`src/rtl/uart_pkg.sv`:
```
// Shared types for the UART receiver (and a future transmitter).
package uart_pkg;

    typedef enum logic [1:0] {
        PAR_NONE = 2'd0,
        PAR_EVEN = 2'd1,
        PAR_ODD  = 2'd2
    } parity_t;

    typedef enum logic [2:0] {
        ST_IDLE,
        ST_START,
        ST_DATA,
        ST_PARITY,
        ST_STOP,
        ST_DONE,
        ST_BREAK_WAIT
    } rx_state_t;

    // Wide enough to count up to 9 data bits or 2 stop bits.
    localparam int BIT_IDX_W = 4;

endpackage

```
`src/rtl/uart_rx_param_if.sv`:
```
// Link between a UART bit-timing counter and the FSM that steers it.
interface uart_rx_param_if;
    logic clr;
    logic half_tick;
    logic full_tick;

    modport master (output clr, input half_tick, input full_tick);
    modport slave  (input clr, output half_tick, output full_tick);
endinterface

```
`src/rtl/uart_bit_timer.sv`:
```
// Bit-period counter: clear input, half-bit and full-bit ticks.
// Wraps to zero on every full tick so sample points never drift.
module uart_bit_timer #(
    parameter int CLKS_PER_BIT = 217
) (
    input  logic             clk_i,
    input  logic             rst_ni,
    uart_rx_param_if.slave   tmr
);
    localparam int CW = $clog2(CLKS_PER_BIT);
    localparam logic [CW-1:0] HALF_CNT = CW'((CLKS_PER_BIT - 1) / 2);
    localparam logic [CW-1:0] FULL_CNT = CW'(CLKS_PER_BIT - 1);

    logic [CW-1:0] cnt_q;
    logic [CW-1:0] cnt_d;

    assign tmr.half_tick = (cnt_q == HALF_CNT);
    assign tmr.full_tick = (cnt_q == FULL_CNT);
    assign cnt_d = (tmr.clr || tmr.full_tick) ? '0 : cnt_q + CW'(1);

    always_ff @(posedge clk_i or negedge rst_ni) begin
        if (!rst_ni) begin
            cnt_q <= '0;
        end else begin
            cnt_q <= cnt_d;
        end
    end
endmodule

```
`src/rtl/uart_rx_param.sv`:
```
// Parameterised UART receiver with parity, stop-bit, break and overrun
// detection; delivers one word per frame to a buffer with a full flag.
module uart_rx_param
    import uart_pkg::*;
#(
    parameter int      CLKS_PER_BIT = 217,
    parameter int      DATA_BITS    = 8,
    parameter parity_t PARITY       = PAR_NONE,
    parameter int      STOP_BITS    = 1
) (
    input  logic                 i_Clock,
    input  logic                 i_rst,
    input  logic                 i_RX_Serial,
    input  logic                 i_full,
    output logic                 o_CTS,
    output logic                 o_RX_Done,
    output logic [DATA_BITS-1:0] o_RX_Byte,
    output logic                 o_Parity_Err,
    output logic                 o_Frame_Err,
    output logic                 o_Break,
    output logic                 o_Overrun
);
    uart_rx_param_if tmr_if ();

    uart_bit_timer #(.CLKS_PER_BIT(CLKS_PER_BIT)) u_timer (
        .clk_i  (i_Clock),
        .rst_ni (i_rst),
        .tmr    (tmr_if)
    );

    rx_state_t              state_q;
    logic [1:0]             sync_q;
    logic [1:0]             sync_vld_q;
    logic                   armed_q;
    logic [BIT_IDX_W-1:0]   bit_idx_q;
    logic [DATA_BITS-1:0]   shreg_q;
    logic                   par_bit_q;
    logic                   par_err_q;
    logic                   stop_err_q;
    logic                   stop_low_q;
    logic [DATA_BITS-1:0]   rx_byte_q;
    logic                   done_q;
    logic                   perr_out_q;
    logic                   ferr_out_q;
    logic                   brk_out_q;
    logic                   ovr_out_q;
    logic                   cts_q;
    logic                   rx_s;
    logic                   is_break;

    assign rx_s     = sync_q[1];
    assign is_break = (shreg_q == '0) && !par_bit_q && stop_low_q;

    // Counter idles at zero and restarts at the start-bit midpoint, so data
    // samples fall one full bit later, mid-bit.
    assign tmr_if.clr = (state_q == ST_IDLE) ||
                        ((state_q == ST_START) && tmr_if.half_tick);

    always_ff @(posedge i_Clock or negedge i_rst) begin
        if (!i_rst) begin
            state_q    <= ST_IDLE;
            sync_q     <= 2'b11;
            sync_vld_q <= 2'b00;
            armed_q    <= 1'b0;
            bit_idx_q  <= '0;
            shreg_q    <= '0;
            par_bit_q  <= 1'b0;
            par_err_q  <= 1'b0;
            stop_err_q <= 1'b0;
            stop_low_q <= 1'b0;
            rx_byte_q  <= '0;
            done_q     <= 1'b0;
            perr_out_q <= 1'b0;
            ferr_out_q <= 1'b0;
            brk_out_q  <= 1'b0;
            ovr_out_q  <= 1'b0;
            cts_q      <= 1'b0;
        end else begin
            sync_q     <= {sync_q[0], i_RX_Serial};
            sync_vld_q <= {sync_vld_q[0], 1'b1};
            cts_q      <= ~i_full;
            done_q     <= 1'b0;
            perr_out_q <= 1'b0;
            ferr_out_q <= 1'b0;
            brk_out_q  <= 1'b0;
            ovr_out_q  <= 1'b0;
            // Only trust the line once the reset value has left the
            // synchroniser; a line already low after reset is not a start edge.
            if (sync_vld_q[1] && rx_s) begin
                armed_q <= 1'b1;
            end

            case (state_q)
                ST_IDLE: begin
                    if (armed_q && !rx_s) begin
                        state_q    <= ST_START;
                        bit_idx_q  <= '0;
                        par_bit_q  <= 1'b0;
                        par_err_q  <= 1'b0;
                        stop_err_q <= 1'b0;
                        stop_low_q <= 1'b1;
                    end
                end
                ST_START: begin
                    if (tmr_if.half_tick) begin
                        state_q <= rx_s ? ST_IDLE : ST_DATA;
                    end
                end
                ST_DATA: begin
                    if (tmr_if.full_tick) begin
                        shreg_q <= {rx_s, shreg_q[DATA_BITS-1:1]};
                        if (bit_idx_q == BIT_IDX_W'(DATA_BITS - 1)) begin
                            bit_idx_q <= '0;
                            state_q   <= (PARITY == PAR_NONE) ? ST_STOP : ST_PARITY;
                        end else begin
                            bit_idx_q <= bit_idx_q + BIT_IDX_W'(1);
                        end
                    end
                end
                ST_PARITY: begin
                    if (tmr_if.full_tick) begin
                        par_bit_q <= rx_s;
                        par_err_q <= (PARITY == PAR_ODD) ? ~((^shreg_q) ^ rx_s)
                                                         :  ((^shreg_q) ^ rx_s);
                        state_q   <= ST_STOP;
                    end
                end
                ST_STOP: begin
                    if (tmr_if.full_tick) begin
                        if (rx_s) begin
                            stop_low_q <= 1'b0;
                        end else begin
                            stop_err_q <= 1'b1;
                        end
                        if (bit_idx_q == BIT_IDX_W'(STOP_BITS - 1)) begin
                            bit_idx_q <= '0;
                            state_q   <= ST_DONE;
                        end else begin
                            bit_idx_q <= bit_idx_q + BIT_IDX_W'(1);
                        end
                    end
                end
                ST_DONE: begin
                    perr_out_q <= par_err_q;
                    ferr_out_q <= stop_err_q;
                    if (is_break) begin
                        brk_out_q <= 1'b1;
                        state_q   <= ST_BREAK_WAIT;
                    end else begin
                        if (i_full) begin
                            ovr_out_q <= 1'b1;
                        end else begin
                            done_q    <= 1'b1;
                            rx_byte_q <= shreg_q;
                        end
                        state_q <= ST_IDLE;
                    end
                end
                ST_BREAK_WAIT: begin
                    if (rx_s) begin
                        state_q <= ST_IDLE;
                    end
                end
                default: state_q <= ST_IDLE;
            endcase
        end
    end

    assign o_CTS        = cts_q;
    assign o_RX_Done    = done_q;
    assign o_RX_Byte    = rx_byte_q;
    assign o_Parity_Err = perr_out_q;
    assign o_Frame_Err  = ferr_out_q;
    assign o_Break      = brk_out_q;
    assign o_Overrun    = ovr_out_q;
endmodule

```
`config.mk`:
```
export PLATFORM = sky130hd
export DESIGN_NAME = uart_rx_param
export DESIGN_NICKNAME = d
export VERILOG_FILES = /design/src/rtl/uart_pkg.sv /design/src/rtl/uart_rx_param_if.sv /design/src/rtl/uart_bit_timer.sv /design/src/rtl/uart_rx_param.sv
export SDC_FILE = /design/constraint.sdc
export NUM_CORES = 1
export LEC_CHECK = 0
export BUFFER_PORTS_ARGS = -buffer_cell sky130_fd_sc_hd__buf_2
export CAP_MARGIN = 20
export CORE_UTILIZATION = 40
export DETAILED_ROUTE_END_ITERATION = 10
export SYNTH_ARGS = -nofsm -noshare
export SYNTH_HDL_FRONTEND = slang
export SYNTH_SLANG_ARGS = --single-unit
```
`constraint.sdc`:
```
create_clock -name i_Clock -period 1.8 [get_ports i_Clock]
set_input_delay 0.27 -clock i_Clock [delete_from_list [all_inputs] [get_ports i_Clock]]
set_output_delay 0.27 -clock i_Clock [all_outputs]
set_load 0.01 [all_outputs]
```
Word level (Yosys, flattened, before mapping):

Cells that the tools add are included.

* register bits: 46
* output and inout port bits: 14

* $add $sub $neg: 2
* equality and inequality tests: 19
* muxes and demuxes: 40
* bitwise gates (word level): 3
* reduce and logical (&&, ||, !) cells: 23

Operators by type and width (number)
* 2-to-1 mux 3 bit: 9
* one-hot mux 3 bit (7 select lines): 1
* 2-to-1 mux 4 bit: 5
* 2-to-1 mux 1 bit: 18
* inequality test 2 bit (second input constant): 6
* one-hot mux 4 bit (3 select lines): 1
* AND reduction 4 bit: 3
* equality test 3 bit (second input constant): 3
* adder 8 x 1 -> 8 bit (second input constant): 1
* equality test 8 x 7 -> 1 bit (second input constant): 1
* equality test 8 bit (second input constant): 1
* logical NOT 8 bit: 1
* 2-to-1 mux 8 bit: 1
* inequality test 2 x 1 -> 1 bit (second input constant): 4
* one-hot mux 1 bit (2 select lines): 4
* AND reduction 8 bit: 1
* XOR reduction 8 bit: 1
* equality test 3 x 2 -> 1 bit (second input constant): 2
* AND reduction 3 bit: 2
* logical AND 1 bit: 5
* adder 4 x 1 -> 4 bit (second input constant): 1
* equality test 4 x 3 -> 1 bit (second input constant): 1
* logical NOT 4 bit: 1
* nonzero test 2 bit: 2
* other kinds (9): 12

Longest topological paths before layout:

Gate-level depths: netlist (run 1).

* depth after elaboration: 5
* gate-level depth with buffers: 9
* depth with buffers taken out: 7

Hierarchy:

From an unflattened synthesis (run 1), not the netlist that was laid out.

* cell total of the unflattened synthesis: 222
* area total of the unflattened synthesis: 2258.4 um2

By module, submodules not included
* uart_rx_param: times used 1, cells an instance 175, area each 1825.5 um2, seq. area each 953.4 um2
* uart_bit_timer: times used 1, cells an instance 47, area each 432.9 um2, seq. area each 200.2 um2

Least setup slack after synthesis (run 1):

OpenSTA, ideal clock, no wires.

* path kind: flip-flop to flip-flop
* from: register u_timer.cnt_q[0]
* to: register shreg_q[1]
* library setup time: 126 ps
* arrival time: 1753 ps
* path slack: -79 ps
* cell stages (with the launch flop): 9
* period minus slack after synthesis: 1879 ps
* cells stage by stage: dfrtp_1 -> inv_1 -> ha_1 -> nand4b_4 -> or3_1 -> buf_6 -> nor3_4 -> buf_6 -> o21ai_0

* word-level cells in the longest chain between the ends: 2

RTL lines
* from (decl): line uart_bit_timer.sv:14 `logic [CW-1:0] cnt_q;`
* from (signal assigned): line uart_bit_timer.sv:25 `cnt_q <= cnt_d;`
* equality test 8 bit: line uart_bit_timer.sv:18 `assign tmr.full_tick = (cnt_q == FULL_CNT);`
* AND reduction 2 bit (no line)
* to (signal assigned): line uart_rx_param.sv:111 `shreg_q <= {rx_s, shreg_q[DATA_BITS-1:1]};`
* to (decl): line uart_rx_param.sv:36 `logic [DATA_BITS-1:0] shreg_q;`

No other way between the ends.
A chain may end at the register's enable or synchronous reset.

Final worst setup path (run 1):

* from: register u_timer.cnt_q[0]
* to: register bit_idx_q[1]

* word-level cells in the longest chain between the ends: 3
* elaborated cells on any way between the ends: 4
* classes of those cells: eq/ne: 3; reduce/logical: 1

RTL lines
* equality test 8 bit (*): line uart_bit_timer.sv:18
* inequality test 2 x 1 -> 1 bit (no line)
* AND reduction 4 bit (no line) (*)
* to (signal assigned): line uart_rx_param.sv:116 `bit_idx_q <= bit_idx_q + BIT_IDX_W'(1);`
* to (signal assigned): line uart_rx_param.sv:139 `bit_idx_q <= bit_idx_q + BIT_IDX_W'(1);`
* to (decl): line uart_rx_param.sv:35 `logic [BIT_IDX_W-1:0] bit_idx_q;`

Mark *: on every way between the ends. The rest lies on a longest branch, timed or not.

==> results.cfg, run 1 <==
[critical_path]
reg2reg_setup_slack_ns = 0.01
crit_chain = inv_2, ha_4, nand4b_4, o41ai_2, buf_4, nand3b_1, buf_6, a32o_1
r2r_start = u_timer.cnt_q[0]
cp_slowest_cell = dfrtp_1
end_kind = flop
path_depth = 8
critPathLaunch = u_timer.cnt_q[0]
critPathMaxStageDelay_ns = 0.40
path_max_fanout = 5
worst_ep_required_time_ns = 2.00
arrival_ns = 1.99
path_delay_family = compound AO/OA/AOI/OAI gates
r2r-end = bit_idx_q[1]
path_class = flop to flop
cp-start-kind = flop
worst-path-buf-inv = 3
r2r_cells = 8

[die]
coreArea_mm2 = 0.00520
rows = 26
die-area_mm2 = 0.00583
io_pins = 18
die_w_um = 76.3
die_y_um = 76.3
initial_utilization_pct = 42.5

[sta]
rsz0062_at_grt = true
worst_slew_pin_slew_ns = 0.582
hold_viol_final = 0
timing.final.crit_share_pct = 99.4
max_freq_mhz = 559
holdWs_ns = 0.0409
fin_crit_ns = 1.79
setup_viol = 0
clock_skew_ns = 0.0101
slew_headroom_pct = 61.2
drv_slew = 0

[layout]
design_area_mm2 = 0.00282
antennaDiodeCount = 0
final_util_pct = 54.2
layout-drive-gt1-share_pct = 37.0
nNetsFinal = 265
synthToLayoutAreaGrowth_pct = 27.6
fillers = 466

[global_route]
grt_pass1_wl_um = 7420
use_met3_pct = 4.43
grt-busiest-layer = met2
grt_usage_pct = 15.9
antenna_found_initial = 0
grt_max_degree = 47
grt_overflow_total = 0
gr-usage-met2_pct = 25.1
grt_pass1_vias = 1638
gr-usage-met1_pct = 21.2

[drt]
via_count = 1606
drt_iter0_markers = 74
vias_per_cell = 4.96
final_antenna_net_count = 0
dr.pass1.iters = 4
drc = 0
post_drt_wl_per_cell_um = 13.2
finalWirelength_um = 4270

[synth]
yosysSeqAreaShare_pct = 52.2
syn_area_per_cell_um2 = 10.5
syn_inst = 210
synth_cell_types = 44
syn_nets = 222
yosysWarnings = 0
synth_seq_cells = 46
netlist_area_mm2 = 0.00221

[min_path]
min_path_type = input pin to async pin

[placement]
place.gp.congestion = 0.842
numPortBuffers = 17
place_hpwl_um = 2880
postPlaceCellArea_mm2 = 0.00257

[pwr]
p_total_mw = 2.77
p_leak_nw = 1.35
powerDensity_mw_per_mm2 = 982
vdd_drop_max_v = 0.000653

[cts]
cts_buffer_depth = 2
clock-sinks = 46
cts_buffers = 5
clockRootBuffer = clkbuf_8
htree_levels = 2
path_clk_slew_ns = 0.09
tritoncts = yes
clk_latency_ns = 0.30

[flow_run]
cap_violations = 0

[run_status]
run_status = complete, no violations
-- worst max-delay path by stage --
stage                         endpoint
after CTS                 o_RX_Byte[7]
after detailed placement  bit_idx_q[3]
after global routing      bit_idx_q[1]
after global placement    bit_idx_q[3]
final                     bit_idx_q[1]
after floorplan             shreg_q[1]
-- layout make-up --
| type | instances | area [µm²] | share of cell area, % |
|---|---|---|---|
| flip-flops and latches | 46 | 1150 | 40.9 |
| multi-input cells | 140 | 1090 | 38.6 |
| repair buffers | 44 | 317 | 11.2 |
| well taps | 70 | 87.6 | 3.10 |
| clock buffers | 5 | 68.8 | 2.44 |
| inverters | 16 | 60.1 | 2.13 |
| clock inverters | 3 | 43.8 | 1.55 |
-- stage by stage --
step	setup slack [ns]	TNS [ns]	cells
after CTS	-0.00675	-0.0147	323
after global placement	-0.0352	-0.0445	315
final	0.00995	0	324
after global routing	-0.0867	-0.600	324
after floorplan	0.0159	0	210
after detailed placement	-0.0684	-0.412	315
-- cells in the final DEF (no fill, tap or decap), drive strengths merged, types with 3 or more instances in the layout --
cell    synthesis  final
xor2            5      5
nor2           15     15
mux2            9      9
o21ai          16     16
nand3           4      4
ha              8      8
nand4           3      3
nand2          21     21
buf             2     44
and3            4      4
a21oi           8      8
dfrtp          44     44
xnor2           5      5
nand4b          3      3
nor3            8      8
nand2b          4      4
o31ai           4      4
clkbuf          6      5
inv            16     17
-- where the power goes --
group / internal [mW] / leakage, nW / switching [mW] / total (mW)
registers: 1.12 / 0.607 / 0.130 / 1.25
clock network: 0.416 / 0.0585 / 0.361 / 0.777
logic: 0.362 / 0.681 / 0.385 / 0.747
-- state kept, by name, summed over array words and instances (netlist names), 2 cells and up --
| name | flops |
|---|---|
| state_q | 3 |
| bit_idx_q | 4 |
| sync_vld_q | 2 |
| shreg_q | 8 |
| u_timer.cnt_q | 8 |
| o_RX_Byte | 8 |
| sync_q | 2 |
-- worst register-to-register path, delay by kind of cell, from the launching register on --
| family | cells | cell delay (ns) |
|---|---|---|
| and+or+nand+nor | 2 | 0.26 |
| AOI/OAI and AO/OA | 2 | 0.52 |
| DFF | 1 | 0.40 |
| adders and majority gates | 1 | 0.14 |
| buffers and inverters | 3 | 0.38 |
-- metal layers --
metal / up-vias / wire [µm]
li1: 808 / -
met1: 766 / 2100
met2: 26 / 1990
met3: 6 / 138
met4: 0 / 46
met5: - / 0
-- cell families after synthesis --
logic type / after synthesis / share of synthesized area [%]
AO/OA/AOI/OAI: 40 / 11.6
buffers and inverters: 24 / 4.75
AND/OR/NAND/NOR: 72 / 18.2
adder cells (fa/ha/maj): 8 / 4.53
multiplexers: 9 / 4.58
other: 1 / 0.170
flip-flops: 46 / 52.2
XOR/XNOR: 10 / 3.96
-- timing repair --
| action | in CTS | in global routing |
|---|---|---|
| setup buffers | 0 | 1 |
| resized for setup | 6 | 28 |
| hold buffers | 0 | 0 |
| pin swaps | 2 | 7 |
| setup endpoints to repair | 20 | 23 |
-- cell usage after synthesis, drive strengths merged --
master,count,area [µm²]
dfrtp,44,1100
nand2,21,78.8
inv,16,60.1
o21ai,16,87.6
nor2,15,58.8
mux2,9,101
a21oi,8,40.0
ha,8,100
nor3,8,62.6
clkbuf,6,22.5
xnor2,5,43.8
xor2,5,43.8
and3,4,25.0
nand2b,4,25.0
nand3,4,20.0
o31ai,4,30.0
nand4,3,18.8
nand4b,3,41.3
a21o,2,15.0
buf,2,22.5
dfstp,2,52.6
nor2b,2,12.5
nor3b,2,15.0
a211oi,1,7.51
a22o,1,8.76
a2bb2oi,1,8.76
a32o,1,10.0
and2,1,6.26
and3b,1,8.76
and4b,1,10.0
conb,1,3.75
nand3b,1,7.51
o21bai,1,7.51
o221ai,1,8.76
o22a,1,8.76
o22ai,1,6.26
o32ai,1,8.76
o41ai,1,8.76
or2,1,6.26
or3,1,6.26
(Power assumes the default switching activity.)
==> run 2, diff against run 1 <==
- SYNTH_HIERARCHICAL: default -> 1
==> results.cfg, run 2 <==
[drt]
drt_iter0_markers = 77
finalWirelength_um = 4520
wl_met2_um = 1950
via_count = 1729
final_antenna_net_count = 0
vias_per_cell = 5.06
top_layer = met4
m1WireLength_um = 2390
drc = 0
dr.pass1.iters = 4
post_drt_wl_per_cell_um = 13.2
route.met3.wl_um = 119

[die]
io_pins = 18
die_w_um = 77.1
rows = 26
die-area_mm2 = 0.00595
die_y_um = 77.1
initial_utilization_pct = 42.9
coreArea_mm2 = 0.00527

[sta]
slew_headroom_pct = 61.8
rsz0062_at_grt = true
max_freq_mhz = 550
clock_skew_ns = 0.00924
worst_slew_pin_slew_ns = 0.574
setup_viol = 1
fin_tns_setup_ns = -0.0169
timing.final.crit_share_pct = 101
fin_crit_ns = 1.82
drv_slew = 0
final.setup.worst_slack_ns = -0.0169
hold_viol_final = 0

[critical_path]
worst_ep_required_time_ns = 2.02
reg2reg_setup_slack_ns = -0.02
path_delay_family = simple AND/OR/NAND/NOR gates
path_max_fanout = 6
r2r-end = state_q[1]
cp_slowest_cell = dfrtp_1
crit_chain = inv_2, ha_4, nand4_4, nor2_4, nand2b_4, a31oi_1, o2bb2ai_2, nor3_2, mux2i_1
critPathMaxStageDelay_ns = 0.39
r2r_start = u_timer/cnt_q[1]
arrival_ns = 2.04
path_class = flop to flop
worst-path-buf-inv = 1
r2r_cells = 9
end_kind = flop
cp-start-kind = flop

[layout]
synthToLayoutAreaGrowth_pct = 30.6
layout_common_cells = dfrtp_1, buf_4, nand2_1, buf_2, o21ai_1
finalNonFillerCells = 342
antennaDiodeCount = 0
design_area_mm2 = 0.00295
fillers = 491
final_util_pct = 56.0
nNetsFinal = 283
layout-drive-gt1-share_pct = 36.8
layout_commonest_cell = dfrtp_1

[synth]
async_flop_share_pct = 100
synth_seq_cells = 46
synth.area.top_cells = dfrtp_1, ha_1, mux2_1
yosysTopAreaCell = dfrtp_1
synth_cell_types = 48
synth_edf_count = 0
synth_top_area_share_pct = 48.8
yosysWarnings = 6
yosysSeqAreaShare_pct = 51.1
yosys-top-cells-count = dfrtp_1, nand2_1, inv_1
yosysMostFrequentCell = dfrtp_1
netlist_area_mm2 = 0.00226
syn_nets = 234
synth_ff_type = dfrtp_1
syn_inst = 222
syn_area_per_cell_um2 = 10.2

[run_status]
violations = setup timing
run_status = complete, but fails checks

[pwr]
power.net_switching_mw = 1.11
p_leak_nw = 1.35
vdd_drop_max_v = 0.000636
clockPowerShare_pct = 19.4
p_seq_share_pct = 39.8
intPower_mw = 2.00
powerDensity_mw_per_mm2 = 1060
p_comb_share_pct = 40.9
swShare_pct = 35.8

[global_route]
antenna_found_initial = 0
grt_overflow_total = 0
grt_pass1_vias = 1631
grt_pass1_wl_um = 7360
grt_usage_pct = 15.5
grt_max_degree = 47

[cts]
clk_latency_ns = 0.30
clock-sinks = 46
path_clk_slew_ns = 0.08
clockRootBuffer = clkbuf_8
tritoncts = yes
cts_buffer_depth = 2
htree_levels = 2
cts_buffers = 5

[placement]
place.gp.congestion = 0.827
place_hpwl_um = 3000
postPlaceCellArea_mm2 = 0.00263
numPortBuffers = 17
dp_cells = 325
dp_slack_ns = -0.0281

[flow_run]
cap_violations = 0

[min_path]
min_path_type = input pin to async pin
-- run 2: cell types whose count changed after synthesis, moves of 3 or more --
| cell | change |
|---|---|
| a21oi_1 | +5 |
| buf_2 | +3 |
| nand3_1 | +6 |
| nor2b_1 | +3 |
| nor2_1 | -3 |
| mux2_1 | +8 |
| mux2_2 | -9 |
| xor2_1 | -5 |
| clkbuf_1 | -3 |
| o21ai_1 | +13 |
| o21ai_0 | -10 |
| nor3_1 | +3 |
| o31ai_1 | -3 |
-- run 2: logic make-up (layout without fill, tap and decap cells) --
kind of cell | after synthesis | in the layout | share of synthesized area, %
multiplexers | 10 | 10 | 4.88
adder cells (fa/ha/maj) | 8 | 8 | 4.43
AND/OR/NAND/NOR | 82 | 82 | 19.3
XOR/XNOR | 5 | 5 | 1.94
other | 1 | 1 | 0.166
buffers and inverters | 25 | 75 | 4.99
flip-flops | 46 | 46 | 51.1
AO/OA/AOI/OAI | 45 | 45 | 13.2
-- run 2: how the worst max path moves through the flow --
| stage | cells past startpoint | slack (ns) | endpoint | start |
|---|---|---|---|---|
| after floorplan | 9 | -0.05 | state_q[1] | u_timer/cnt_q[0] |
| after global placement | 9 | 0.03 | state_q[1] | u_timer/cnt_q[1] |
| final | 9 | -0.02 | state_q[1] | u_timer/cnt_q[1] |
| after CTS | 7 | 0.002 | state_q[1] | bit_idx_q[0] |
| after detailed placement | 9 | -0.03 | state_q[1] | u_timer/cnt_q[1] |
| after global routing | 9 | -0.12 | state_q[1] | u_timer/cnt_q[1] |
-- run 2: per-stage QoR --
step,hold WS (ns),power [mW]
floorplan,-0.0256,1.99
global placement,0.332,2.32
detailed placement,0.336,2.33
CTS,0.0535,3.00
global route,0.0528,3.33
finish,0.0572,3.11
-- run 2: routing by layer --
layer / vias to the layer above / track usage [%]
met5: - / 0
met4: 0 / 5.09
met3: 5 / 3.21
met2: 22 / 23.3
met1: 838 / 22.2
li1: 864 / -
-- run 2: final cells by class --
cell class	instances	area, µm²	share of cell area [%]
inverter	16	60.1	2.04
sequential	46	1150	39.1
clock buffer	6	72.6	2.46
clock inverter	2	10.0	0.339
multi-input combinational	151	1140	38.8
timing repair buffer	51	420	14.3
tap	70	87.6	2.97
-- run 2: timing repair --
action | in CTS | in global routing
buffers inserted | 3 | 4
endpoints found under the setup margin | 7 | 22
hold buffers | 0 | 0
gates cloned | 0 | 2
pin swaps | 6 | 15
gates resized for setup | 5 | 31
-- run 2: power by group through the flow --
stage / registers (mW) / logic (mW) / clock network, mW
after floorplan: 1.24 / 0.746 / 0
after global placement: 1.25 / 1.07 / 0
after detailed placement: 1.25 / 1.08 / 0
after CTS: 1.23 / 1.13 / 0.634
after global routing: 1.25 / 1.40 / 0.669
final: 1.24 / 1.27 / 0.603
